**config.mk**
```make
export PLATFORM = sky130hd
export DESIGN_NAME = meas_sequencer
export DESIGN_NICKNAME = d
export VERILOG_FILES = /design/src/rtl/meas_seq_pkg.sv /design/src/rtl/meas_sequencer_frame_serializer.sv /design/src/rtl/meas_sequencer.sv
export SDC_FILE = /design/constraint.sdc
export NUM_CORES = 1
export LEC_CHECK = 0
export ABC_CLOCK_PERIOD_IN_PS = 2700
export CAP_MARGIN = 10
export CORE_ASPECT_RATIO = 1.75
export CORE_MARGIN = 5
export CORE_UTILIZATION = 53
export CTS_BUF_LIST = sky130_fd_sc_hd__clkbuf_4
export DETAILED_ROUTE_END_ITERATION = 8
export GPL_TIMING_DRIVEN = 0
export PLACE_DENSITY = 0.82
export SLEW_MARGIN = 20
export SYNTH_ARGS = -nofsm -noshare
export SYNTH_HDL_FRONTEND = slang
export SYNTH_SLANG_ARGS = --single-unit
```
**constraint.sdc**
```tcl
create_clock -name read_clk -period 2.7 [get_ports read_clk]
set_clock_uncertainty 0.1 [all_clocks]
set_input_delay 0.54 -clock read_clk [delete_from_list [all_inputs] [get_ports read_clk]]
set_output_delay 0.54 -clock read_clk [all_outputs]
set_load 0.005 [all_outputs]
```
**src/rtl/meas_seq_pkg.sv**
```systemverilog
// Shared types and constants for the measurement sequencer slice.
package meas_seq_pkg;

  typedef enum logic [2:0] {
    ST_IDLE,
    ST_CLR,
    ST_GATE,
    ST_WAIT,
    ST_SEND
  } state_t;

  localparam int WORD_W    = 11;
  localparam int IDX_W     = 3;
  localparam int BYTE_W    = 8;
  localparam int NUM_BYTES = 8;
  localparam int SNAP_W    = BYTE_W * NUM_BYTES;

  // Byte idx of the snapshot; byte 0 is the least significant byte.
  function automatic logic [BYTE_W-1:0] byte_sel(input logic [SNAP_W-1:0] data,
                                                 input logic [IDX_W-1:0]  idx);
    return data[int'(idx)*BYTE_W +: BYTE_W];
  endfunction

endpackage

```
**src/rtl/meas_sequencer_frame_serializer.sv**
```systemverilog
// Holds the frozen 64-bit snapshot and streams it as eight {idx, byte} words
// over a valid/ack handshake. load_i starts a stream, abort_i kills it.
module frame_serializer
  import meas_seq_pkg::*;
(
  input  logic              read_clk,
  input  logic              rst_n,
  input  logic              load_i,
  input  logic              abort_i,
  input  logic              ack_i,
  input  logic [SNAP_W-1:0] snap_i,
  output logic [WORD_W-1:0] word_o,
  output logic              valid_o,
  output logic              last_xfer_o
);

  localparam logic [IDX_W-1:0] LAST_IDX = IDX_W'(NUM_BYTES - 1);

  logic [SNAP_W-1:0] data_q;
  logic [SNAP_W-1:0] data_d;
  logic [IDX_W-1:0]  idx_q;
  logic [IDX_W-1:0]  idx_d;
  logic              valid_q;
  logic              valid_d;
  logic              xfer;

  assign xfer        = valid_q & ack_i;
  assign last_xfer_o = xfer & (idx_q == LAST_IDX);

  // Next-state for buffer, index and valid; abort has priority over everything.
  always_comb begin
    data_d  = data_q;
    idx_d   = idx_q;
    valid_d = valid_q;
    if (abort_i) begin
      valid_d = 1'b0;
      idx_d   = '0;
    end else if (load_i) begin
      data_d  = snap_i;
      idx_d   = '0;
      valid_d = 1'b1;
    end else if (xfer) begin
      // idx never wraps: the last word ends the stream instead.
      if (idx_q == LAST_IDX) begin
        valid_d = 1'b0;
      end else begin
        idx_d = idx_q + 1'b1;
      end
    end
  end

  // Serializer state registers.
  always_ff @(posedge read_clk or negedge rst_n) begin
    if (!rst_n) begin
      data_q  <= '0;
      idx_q   <= '0;
      valid_q <= 1'b0;
    end else begin
      data_q  <= data_d;
      idx_q   <= idx_d;
      valid_q <= valid_d;
    end
  end

  // Word is forced to zero whenever it is not being offered.
  always_comb begin
    valid_o = valid_q;
    word_o  = '0;
    if (valid_q) begin
      word_o = {idx_q, byte_sel(data_q, idx_q)};
    end
  end

endmodule

```
**src/rtl/meas_sequencer.sv**
```systemverilog
// Frame controller for the frequency-counting path: clear counters, open the
// gate for GATE_CYCLES, wait (bounded) for cnt_done, snapshot and stream out.
module meas_sequencer
  import meas_seq_pkg::*;
#(
  parameter int GATE_CYCLES    = 50000,
  parameter int TIMEOUT_CYCLES = 4096,
  parameter int CNT_W          = 16
) (
  input  logic              read_clk,
  input  logic              rst_n,
  input  logic              start,
  input  logic              abort,
  input  logic              continuous,
  input  logic              cnt_done,
  input  logic [31:0]       f0_num,
  input  logic [31:0]       fx_num,
  input  logic              out_ack,
  output logic              cnt_clr,
  output logic              gate_en,
  output logic [WORD_W-1:0] out_word,
  output logic              out_valid,
  output logic              busy,
  output logic              frame_done,
  output logic              err_timeout
);

  localparam logic [CNT_W-1:0] GATE_LOAD = CNT_W'(GATE_CYCLES - 1);
  localparam logic [CNT_W-1:0] TO_LOAD   = CNT_W'(TIMEOUT_CYCLES - 1);

  state_t           state_q;
  state_t           state_d;
  logic [CNT_W-1:0] cnt_q;
  logic [CNT_W-1:0] cnt_d;
  logic             err_q;
  logic             err_d;
  logic             done_q;
  logic             cnt_zero;
  logic             snap_load;
  logic             timeout_hit;
  logic             last_xfer;

  assign cnt_zero    = (cnt_q == '0);
  assign snap_load   = (state_q == ST_WAIT) & cnt_done & ~abort;
  assign timeout_hit = (state_q == ST_WAIT) & ~cnt_done & cnt_zero;

  // State register.
  always_ff @(posedge read_clk or negedge rst_n) begin
    if (!rst_n) begin
      state_q <= ST_IDLE;
    end else begin
      state_q <= state_d;
    end
  end

  // Next-state logic; abort overrides every other transition.
  always_comb begin
    state_d = state_q;
    case (state_q)
      ST_IDLE: if (start) state_d = ST_CLR;
      ST_CLR:  state_d = ST_GATE;
      ST_GATE: if (cnt_zero) state_d = ST_WAIT;
      ST_WAIT: begin
        if (cnt_done) begin
          state_d = ST_SEND;
        end else if (cnt_zero) begin
          state_d = ST_IDLE;
        end
      end
      ST_SEND: if (last_xfer) state_d = continuous ? ST_CLR : ST_IDLE;
      default: state_d = ST_IDLE;
    endcase
    if (abort) begin
      state_d = ST_IDLE;
    end
  end

  // Moore outputs decoded from the state; all drop to 0 in IDLE.
  always_comb begin
    cnt_clr = (state_q == ST_CLR);
    gate_en = (state_q == ST_GATE);
    busy    = (state_q != ST_IDLE);
  end

  // Shared down-counter: gate length in GATE, timeout budget in WAIT.
  always_comb begin
    cnt_d = '0;
    if (!abort) begin
      case (state_q)
        ST_CLR:  cnt_d = GATE_LOAD;
        ST_GATE: cnt_d = cnt_zero ? TO_LOAD : cnt_q - 1'b1;
        ST_WAIT: cnt_d = cnt_zero ? '0 : cnt_q - 1'b1;
        default: cnt_d = '0;
      endcase
    end
  end

  // Sticky timeout flag: survives abort, cleared only by an accepted start.
  always_comb begin
    err_d = err_q;
    if (!abort) begin
      if ((state_q == ST_IDLE) && start) begin
        err_d = 1'b0;
      end else if (timeout_hit) begin
        err_d = 1'b1;
      end
    end
  end

  // Counter, error flag and frame_done pulse registers.
  always_ff @(posedge read_clk or negedge rst_n) begin
    if (!rst_n) begin
      cnt_q  <= '0;
      err_q  <= 1'b0;
      done_q <= 1'b0;
    end else begin
      cnt_q  <= cnt_d;
      err_q  <= err_d;
      done_q <= last_xfer & ~abort;
    end
  end

  assign err_timeout = err_q;
  assign frame_done  = done_q;

  frame_serializer u_ser (
    .read_clk    (read_clk),
    .rst_n       (rst_n),
    .load_i      (snap_load),
    .abort_i     (abort),
    .ack_i       (out_ack),
    .snap_i      ({fx_num, f0_num}),
    .word_o      (out_word),
    .valid_o     (out_valid),
    .last_xfer_o (last_xfer)
  );

endmodule

```
==> results of run 1 <==
[worst min path at each step]
stage | end | slack [ns] | cells after the start
finish | state_q[2] | 0.35 | 2
global route | frame_done | 0.35 | 2
CTS | state_q[2] | 0.32 | 2
detailed placement | err_timeout | 0.39 | 1
global placement | err_timeout | 0.37 | 1
floorplan | cnt_q[0] | 0.14 | 0
[area by class of cell]
type | count | area (sq um)
Inverter | 4 | 15.0
Fill cell | 558 | 2370
Multi-Input combinational cell | 198 | 1890
Buffer | 20 | 146
Clock buffer | 11 | 82.6
Sequential cell | 89 | 2230
Tap cell | 90 | 113
Clock inverter | 5 | 32.5
Timing Repair Buffer | 101 | 982
[logic make-up after synthesis]
family	count (synthesis)	synth area share, %
buffers and inverters	27	3.14
muxes	91	28.2
DFF	89	52.7
xor gates and xnor gates	9	1.86
adders and majority gates	3	0.888
AOI/OAI and AO/OA	25	4.05
and+or+nand+nor	70	9.23
[repair_timing]
action	in CTS	in global routing
hold endpoints to repair	43	0
gates cloned	1	1
setup buffers	9	4
setup endpoints to repair	54	70
pin swaps	0	2
resized for setup	52	11
hold buffers	1	0
[cells in the mapped netlist, types with 2 or more instances]
cell type                  number
sky130_fd_sc_hd__dfrtp_1       89
sky130_fd_sc_hd__mux2_2        64
sky130_fd_sc_hd__nor2_1        19
sky130_fd_sc_hd__clkbuf_1      18
sky130_fd_sc_hd__mux4_2        16
sky130_fd_sc_hd__mux2i_1       11
sky130_fd_sc_hd__nor2b_1        9
sky130_fd_sc_hd__nor3_1         8
sky130_fd_sc_hd__xnor2_1        8
sky130_fd_sc_hd__nor4_1         6
sky130_fd_sc_hd__o21ai_1        6
sky130_fd_sc_hd__and2_1         4
sky130_fd_sc_hd__buf_6          4
sky130_fd_sc_hd__inv_1          4
sky130_fd_sc_hd__nand2_1        4
sky130_fd_sc_hd__nand3_1        4
sky130_fd_sc_hd__a21oi_1        3
sky130_fd_sc_hd__ha_1           3
sky130_fd_sc_hd__nand3b_1       3
sky130_fd_sc_hd__o31ai_1        3
sky130_fd_sc_hd__or4_1          3
sky130_fd_sc_hd__o211ai_1       2
sky130_fd_sc_hd__o21ai_0        2
sky130_fd_sc_hd__or3_1          2
[worst register-to-register path: stages, from the launching register on]
cell and delay (ns):
sky130_fd_sc_hd__dfrtp_1 0.42, sky130_fd_sc_hd__inv_2 0.08, sky130_fd_sc_hd__ha_4 0.14, sky130_fd_sc_hd__or4b_4 0.45, sky130_fd_sc_hd__buf_6 0.15, sky130_fd_sc_hd__or4_4 0.53, sky130_fd_sc_hd__buf_6 0.16, sky130_fd_sc_hd__o21ai_4 0.20
sky130_fd_sc_hd__buf_4 0.18, sky130_fd_sc_hd__o21ai_1 0.07
[report_power, final]
part / total [mW] / switching [mW] / internal (mW)
Combinational: 1.21 / 0.484 / 0.726
Sequential: 1.90 / 0.211 / 1.69
Clock: 0.656 / 0.449 / 0.207
[per-stage QoR]
| step | setup WS (ns) | total power [mW] | hold slack, ns | TNS, ns | std cells |
|---|---|---|---|---|---|
| after floorplan | 0.208 | 2.72 | 0.144 | 0 | 314 |
| after global placement | -2.10 | 3.03 | 0.373 | -210.46 | 490 |
| after detailed placement | -0.581 | 3.11 | 0.387 | -26.64 | 491 |
| after CTS | -0.0984 | 3.77 | 0.320 | -0.321 | 517 |
| after global routing | -0.138 | 4.00 | 0.354 | -0.576 | 518 |
| final | -0.00391 | 3.77 | 0.352 | -0.00391 | 518 |
[metal layers]
metal	track usage, %	vias up
li1	-	1358
met1	23.5	1506
met2	38.9	78
met3	5.27	11
met4	6.17	0
met5	0	-
[registers in the layout (all words and copies together), names as in the netlist]
| signal | cells |
|---|---|
| u_ser.data_q | 64 |
| frame_done | 1 |
| u_ser.idx_q | 3 |
| cnt_q | 16 |
| state_q | 3 |
| err_timeout | 1 |
| u_ser.valid_o | 1 |
==> out/results.env, run 1 <==
OUTCOME='complete, but fails checks'
FAILED_CHECKS='negative setup slack'
YS_SEQ_AREA_SHARE_PCT=52.7
SYN_NETS=388
FINAL_NET_COUNT=497
VIAS_PER_CELL=5.70
SYN-CELL-AREA_SQ_MM=0.00423
CTS.REPORTEDPATHS.CLKPINSLEW_NS=0.14
LAYOUT.CORE_UTILIZATION_PCT=69.9
SLOWEST_CP_CELL='sky130_fd_sc_hd__mux4_2'
STARTPOINT_TO_ENDPOINT_CLASS_OF_THE_CRITICAL_PATH='reg -> out'
SYNTH-MAIN-FF-CELL='sky130_fd_sc_hd__dfrtp_1'
WL_MET3_UM=447
FIRST_PASS_GRT_WIRE_LENGTH_UM=16200
ROUTE.DETAILED.WL_PER_INST_UM=19.1
FINALWORSTPATHREQUIREDPERIOD_NS=2.70
ROUTED-VIA-COUNT=2953
CORE_AREA_SQ_MM=0.00786
IR_WORST_VDD_V=0.000438
GRT_START_MAX_NET_PINS=47
SYNTH_ENABLE_FLOP_CELLS=0
FINALINSTANCEAREA_SQ_MM=0.00549
GRT_SETUP_UNREPAIRED='true'
NETLIST-CELL-TYPE-COUNT=43
SYN_INST=314
POWER.STATIC_LEAKAGE_nW=2.44
DPL_CELL_AREA_SQ_MM=0.00522
WORST-R2R-CELL-COUNT=9
MAX_FREQ_MHz=370
SETUP_VIOL_COUNT_FINAL=1
WORSTPATHCELLLIST='buf_8 > buf_12 > buf_6 > mux4_2 > mux2i_1 > nor2b_1 > buf_2'
ROUTE.TOP_LAYER_USED='met4'
TIMING_HOLD_VIOLATIONS_FINAL=0
DRTANTENNAVIOLNETS=0
CTS_INSERTED_BUFFERS=9
MIN_PERIOD_OVER_PERIOD_PCT=100
ROUTE.DETAILED.DRC=0
VIA_COUNT_OF_THE_FIRST_GLOBAL_ROUTING_PASS=3220
MIN-DELAY-START='abort'
CRIT_ARRIVAL_NS=2.06
CTSLONGESTPATHBUFFERS=2
M1WIRELENGTH_UM=3670
CLOCK_SINKS=89
RELSLEWSLACK_PCT=51.1
INITIAL_UTILIZATION_PCT=53.8
GRT_USE_TOTAL_PCT=21.1
WORST_SETUP_PATH_ENDPOINT='out_word[7]'
MOST-COMMON-LAYOUT-CELLS='sky130_fd_sc_hd__dfrtp_1 (88), sky130_fd_sc_hd__clkdlybuf4s50_1 (77), sky130_fd_sc_hd__mux2_2 (64)'
STARTPOINT='u_ser.idx_q[0]'
REG2REG_TO='cnt_q[1]'
DETAILEDPLACEMENTHPWL_UM=7200
STARTPOINT_TYPE='flop'
REQUIRED_NS=2.06
CRITPATHBUFINV=4
YS_WARNINGS=0
FRACTION_OF_FINAL_LAYOUT_CELLS_WITH_DRIVE_STRENGTH_GREATER_THAN_1_PCT=33.2
ASYNC_FLOP_SHARE_PCT=100
DRT_PASS1_ITERATIONS=4
OVERFLOW_LEFT_AFTER_GLOBAL_ROUTING=0
TRITONCTS='done'
MAXCAPVIOLATIONS=0
ANTENNADIODECOUNT=0
NUMBER_OF_ANTENNA_VIOLATIONS_AT_THE_FIRST_CHECK_IN_GLOBAL_ROUTING=0
PLACE_CONGESTION=0.823
POSTSYNTHREGISTERBITS=89
WORST_HOLD_PATH_TYPE='in -> reg'
PLACEMENT.IO_BUFFERS=86
COUNT_OF_H_TREE_LEVELS_BUILT_DURING_CTS=3
SETUP_WS_NS=-0.00391
FLOW.AREA_GROWTH_FROM_SYNTHESIS_PCT=29.8
WIRELENGTH_UM=9910
DIEWIDTH_UM=77.5
WL_MET2_UM=5660
DIEHEIGHT_UM=128
YOSYSTOPAREACELLSHARE_PCT=52.7
TIMING.CRITICAL_PATH.TO_TYPE='primary output'
SYNTH.LARGEST_AREA_CELL='sky130_fd_sc_hd__dfrtp_1'
POWER-PER-CELL-AREA_mW_PER_MM2=687
WORST_SKEW_PAIR.LATE_LATENCY_NS=0.44
ROWS=43
DIE_AREA_SQ_MM=0.00994
TIMING.RR.START='cnt_q[0]'
MAXSLEWVIOLCOUNT=0
CRITICAL_PATH_DEPTH=7
AVGSYNTHCELLAREA_SQ_UM=13.5
DRTITER0DRC=124
LAYOUT_COMMONEST_CELL='sky130_fd_sc_hd__dfrtp_1'
YS_TOP_CELLS_BY_AREA='sky130_fd_sc_hd__dfrtp_1 (53%), sky130_fd_sc_hd__mux2_2 (17%), sky130_fd_sc_hd__mux4_2 (8.5%), sky130_fd_sc_hd__mux2i_1 (2.6%), sky130_fd_sc_hd__nor2_1 (1.7%)'
FF2FF_SETUP_SLACK_NS=0.11
PATH_MAX_FANOUT=5
CRITPATHTOPFAMILY='multiplexers'
PIN_COUNT=88
CTS_ROOT_BUFFER='sky130_fd_sc_hd__clkbuf_4'
WORSTMARGINPINSLEW_NS=0.727
TIMING.CRITICAL_PATH.SLOWEST_CELL_DELAY_NS=0.50
Note: power is estimated with default switching activity, not from simulation.
==> run 2, diff against run 1 <==
--- a/config.mk
+++ b/config.mk
@@ -9,3 +9,3 @@
 export CAP_MARGIN = 10
-export CORE_ASPECT_RATIO = 1.75
+export CORE_ASPECT_RATIO = 1.1
 export CORE_MARGIN = 5
==> constraint.sdc (replaced) <==
create_clock -name read_clk -period 2.7 [get_ports read_clk]
set_clock_uncertainty 0.1 [all_clocks]
set_input_delay 0.27 -clock read_clk [delete_from_list [all_inputs] [get_ports read_clk]]
set_output_delay 0.27 -clock read_clk [all_outputs]
set_load 0.005 [all_outputs]
==> run 2 against run 1 <==
Compared with the run above: the flow now finishes without violations; clock power increased by 8.2%; register-to-register slack got worse by 0.08 ns; critical path depth down 1; via count fell by 2.5%; global-route usage shrank 0.45 points; cell area increased by 0.36%; largest cell class unchanged.
==> out/results.env, run 2 (synthesis results as in run 1) <==
STARTPOINT_TYPE='flop'
NUMBER_OF_ANTENNA_VIOLATIONS_AT_THE_FIRST_CHECK_IN_GLOBAL_ROUTING=0  # unchanged
POWER_mW=3.80  # +0.86%
LAYOUT_COMMONEST_CELL='sky130_fd_sc_hd__dfrtp_1'
FRACTION_OF_FINAL_LAYOUT_CELLS_WITH_DRIVE_STRENGTH_GREATER_THAN_1_PCT=28.3  # -4.9 points
TIMING.RR.START='state_q[1]'
FILLERINSTANCES=588  # +5.4%
RELSLEWSLACK_PCT=52.6  # +1.5 points
ROUTE.TOP_LAYER_USED='met4'
WL_MET2_UM=4950  # -13%
M1WIRELENGTH_UM=3950  # +7.4%
STARTPOINT_TO_ENDPOINT_CLASS_OF_THE_CRITICAL_PATH='reg -> reg'
CLOCK_SINKS=89  # unchanged
PATH_MAX_FANOUT=10  # +5
WORSTPATHCELLLIST='clkbuf_1 > nand3_1 > nor3_1 > clkbuf_1 > buf_1 > mux2_2'
ROUTED-VIA-COUNT=2878  # -2.5%
PATH_COMMON_CELL='sky130_fd_sc_hd__clkbuf_1'
FF2FF_SETUP_SLACK_NS=0.03  # -0.08 ns
GRT_START_MAX_NET_PINS=50  # +6.4%
GRT_USE_TOTAL_PCT=20.6  # -0.45 points
REGISTERS.TOP_BY_FF_COUNT='u_ser.data_q'
PLACE_CONGESTION=0.870  # +5.7%
FINALWORSTPATHREQUIREDPERIOD_NS=2.67  # -0.0367 ns
CRITPATHBUFINV=3  # -1
DETAILEDPLACEMENTHPWL_UM=7000  # -2.8%
CRIT_ARRIVAL_NS=2.91  # +0.85 ns
DIE_AREA_SQ_MM=0.00987  # -0.69%
MIN_PATH_CELLS=2  # unchanged
MAXSLEWVIOLCOUNT=0  # unchanged
CTSLONGESTPATHBUFFERS=2  # unchanged
WORST_HOLD_PATH.ENDPOINT='state_q[2]'
TIMING.CRITICAL_PATH.SLOWEST_CELL_DELAY_NS=0.56  # +0.06 ns
ROUTE.DETAILED.DRC=0  # unchanged
GRT_SETUP_UNREPAIRED='true'
MIN_PERIOD_OVER_PERIOD_PCT=98.8  # -1.4 points
LARGEST_REGISTER_FFS=64  # unchanged
FLOW.AREA_GROWTH_FROM_SYNTHESIS_PCT=30.2
DPL_CELL_AREA_SQ_MM=0.00525  # +0.58%
WORST_HOLD_PATH_TYPE='in -> reg'
REG2REG_TO='u_ser.data_q[11]'
SETUP_VIOL_COUNT_FINAL=0  # -1
DRTITER0DRC=91  # -27%
PLACEMENT.IO_BUFFERS=86  # unchanged
MIN-DELAY-START='abort'
REQUIRED_NS=2.94  # +0.88 ns
LAYOUT_TOP_REGISTERS='u_ser.data_q x64, cnt_q x16'
INITIAL_UTILIZATION_PCT=53.7  # -0.10 points
OUTCOME='completed'
DIEHEIGHT_UM=104  # -19%
COUNT_OF_H_TREE_LEVELS_BUILT_DURING_CTS=3  # unchanged
CTS_INSERTED_BUFFERS=9  # unchanged
OVERFLOW_LEFT_AFTER_GLOBAL_ROUTING=0  # unchanged
WORSTMARGINPINSLEW_NS=0.710  # -0.0169 ns
WORST_SKEW_PAIR.LATE_LATENCY_NS=0.43  # about the same
MOST-COMMON-LAYOUT-CELLS='sky130_fd_sc_hd__dfrtp_1 (89), sky130_fd_sc_hd__clkdlybuf4s50_1 (77), sky130_fd_sc_hd__mux2_2 (64)'
FINALINSTANCEAREA_SQ_MM=0.00551  # +0.36%
POWER.STATIC_LEAKAGE_nW=2.43  # -0.65%
MAX_FREQ_MHz=375  # +1.4%
DRTANTENNAVIOLNETS=0  # unchanged
MAXCAPVIOLATIONS=0  # unchanged
WIRELENGTH_UM=9480  # -4.4%
CTS_ROOT_BUFFER='sky130_fd_sc_hd__clkbuf_4'
WL_MET3_UM=512  # +15%
SLOWEST_CP_CELL='sky130_fd_sc_hd__buf_1'
DRT_PASS1_ITERATIONS=4  # unchanged
ANTENNADIODECOUNT=0  # unchanged
ROUTE.DETAILED.WL_PER_INST_UM=17.8  # -6.9%
STARTPOINT='state_q[1]'
ROWS=34  # -21%
FINAL_NET_COUNT=493  # -0.80%
WORST-R2R-CELL-COUNT=6  # -3
VIAS_PER_CELL=5.41  # -5.1%
TOTALNEGATIVESETUPSLACK_NS=0  # +0.00391 ns
PIN_COUNT=88  # unchanged
TIMING_HOLD_VIOLATIONS_FINAL=0  # unchanged
FIRST_PASS_GRT_WIRE_LENGTH_UM=15700  # -2.7%
POWER-PER-CELL-AREA_mW_PER_MM2=690  # +0.50%
CRITPATHTOPFAMILY='buffers and inverters'
TIMING.CRITICAL_PATH.TO_TYPE='flop'
IR_WORST_VDD_V=0.000433  # -0.97%
DIEWIDTH_UM=95.2  # +23%
CTS.REPORTEDPATHS.CLKPINSLEW_NS=0.15  # about the same
VIA_COUNT_OF_THE_FIRST_GLOBAL_ROUTING_PASS=3171  # -1.5%
CORE_AREA_SQ_MM=0.00787  # +0.19%
TRITONCTS='done'
TIMING.HOLD.WS_NS=0.0754  # -0.276 ns
run 2: worst max-delay path by stage:
| stage | end | depth (start not counted) | slack (ns) |
|---|---|---|---|
| 6_report | u_ser.data_q[11] | 6 | 0.03 |
| 5_1_grt | u_ser.data_q[46] | 6 | -0.10 |
| 4_1_cts | u_ser.data_q[46] | 6 | 0.02 |
| 3_5_place_dp | out_word[0] | 6 | -0.39 |
| 3_3_place_gp | u_ser.data_q[50] | 1 | -1.88 |
| 2_1_floorplan | cnt_q[1] | 9 | 0.26 |
run 2: power breakdown:
part / internal [mW] / switching (mW)
Combinational: 0.722 / 0.481
Clock: 0.207 / 0.503
Sequential: 1.69 / 0.198
Total: 2.62 / 1.18
run 2: cell type report:
| class | instances | area (sq um) | share of cell area [%] |
|---|---|---|---|
| flip-flops and latches | 89 | 2230 | 40.4 |
| multi-input cells | 198 | 1890 | 34.3 |
| repair buffers | 95 | 967 | 17.6 |
| plain buffers | 22 | 148 | 2.68 |
| well taps | 108 | 135 | 2.45 |
| clock buffers | 9 | 67.6 | 1.23 |
| clock inverters | 7 | 60.1 | 1.09 |
| inverters | 4 | 15.0 | 0.273 |
run 2: metal layers:
metal	GRT usage [%]	vias to the layer above
met2	34.9	66
met1	25.8	1444
met5	0	-
met3	5.73	9
met4	5.05	0
li1	-	1359
run 2: through the flow:
step | util (%) | worst slack (ns) | std cells
3_5_place_dp | 66.7 | -0.389 | 509
4_1_cts | 69.7 | 0.0212 | 530
3_3_place_gp | 66.4 | -1.88 | 508
2_1_floorplan | - | 0.264 | 314
6_report | 70.0 | 0.0328 | 532
5_1_grt | 70.0 | -0.104 | 532
run 2: repair_timing:
item | 4_1_cts | 5_1_grt
endpoints found under the setup margin | 20 | 47
resized for setup | 22 | 7
buffers inserted | 4 | 2
hold endpoints to repair | 40 | 0
pin swaps | 0 | 1
hold buffers | 1 | 0
cloned | 0 | 1
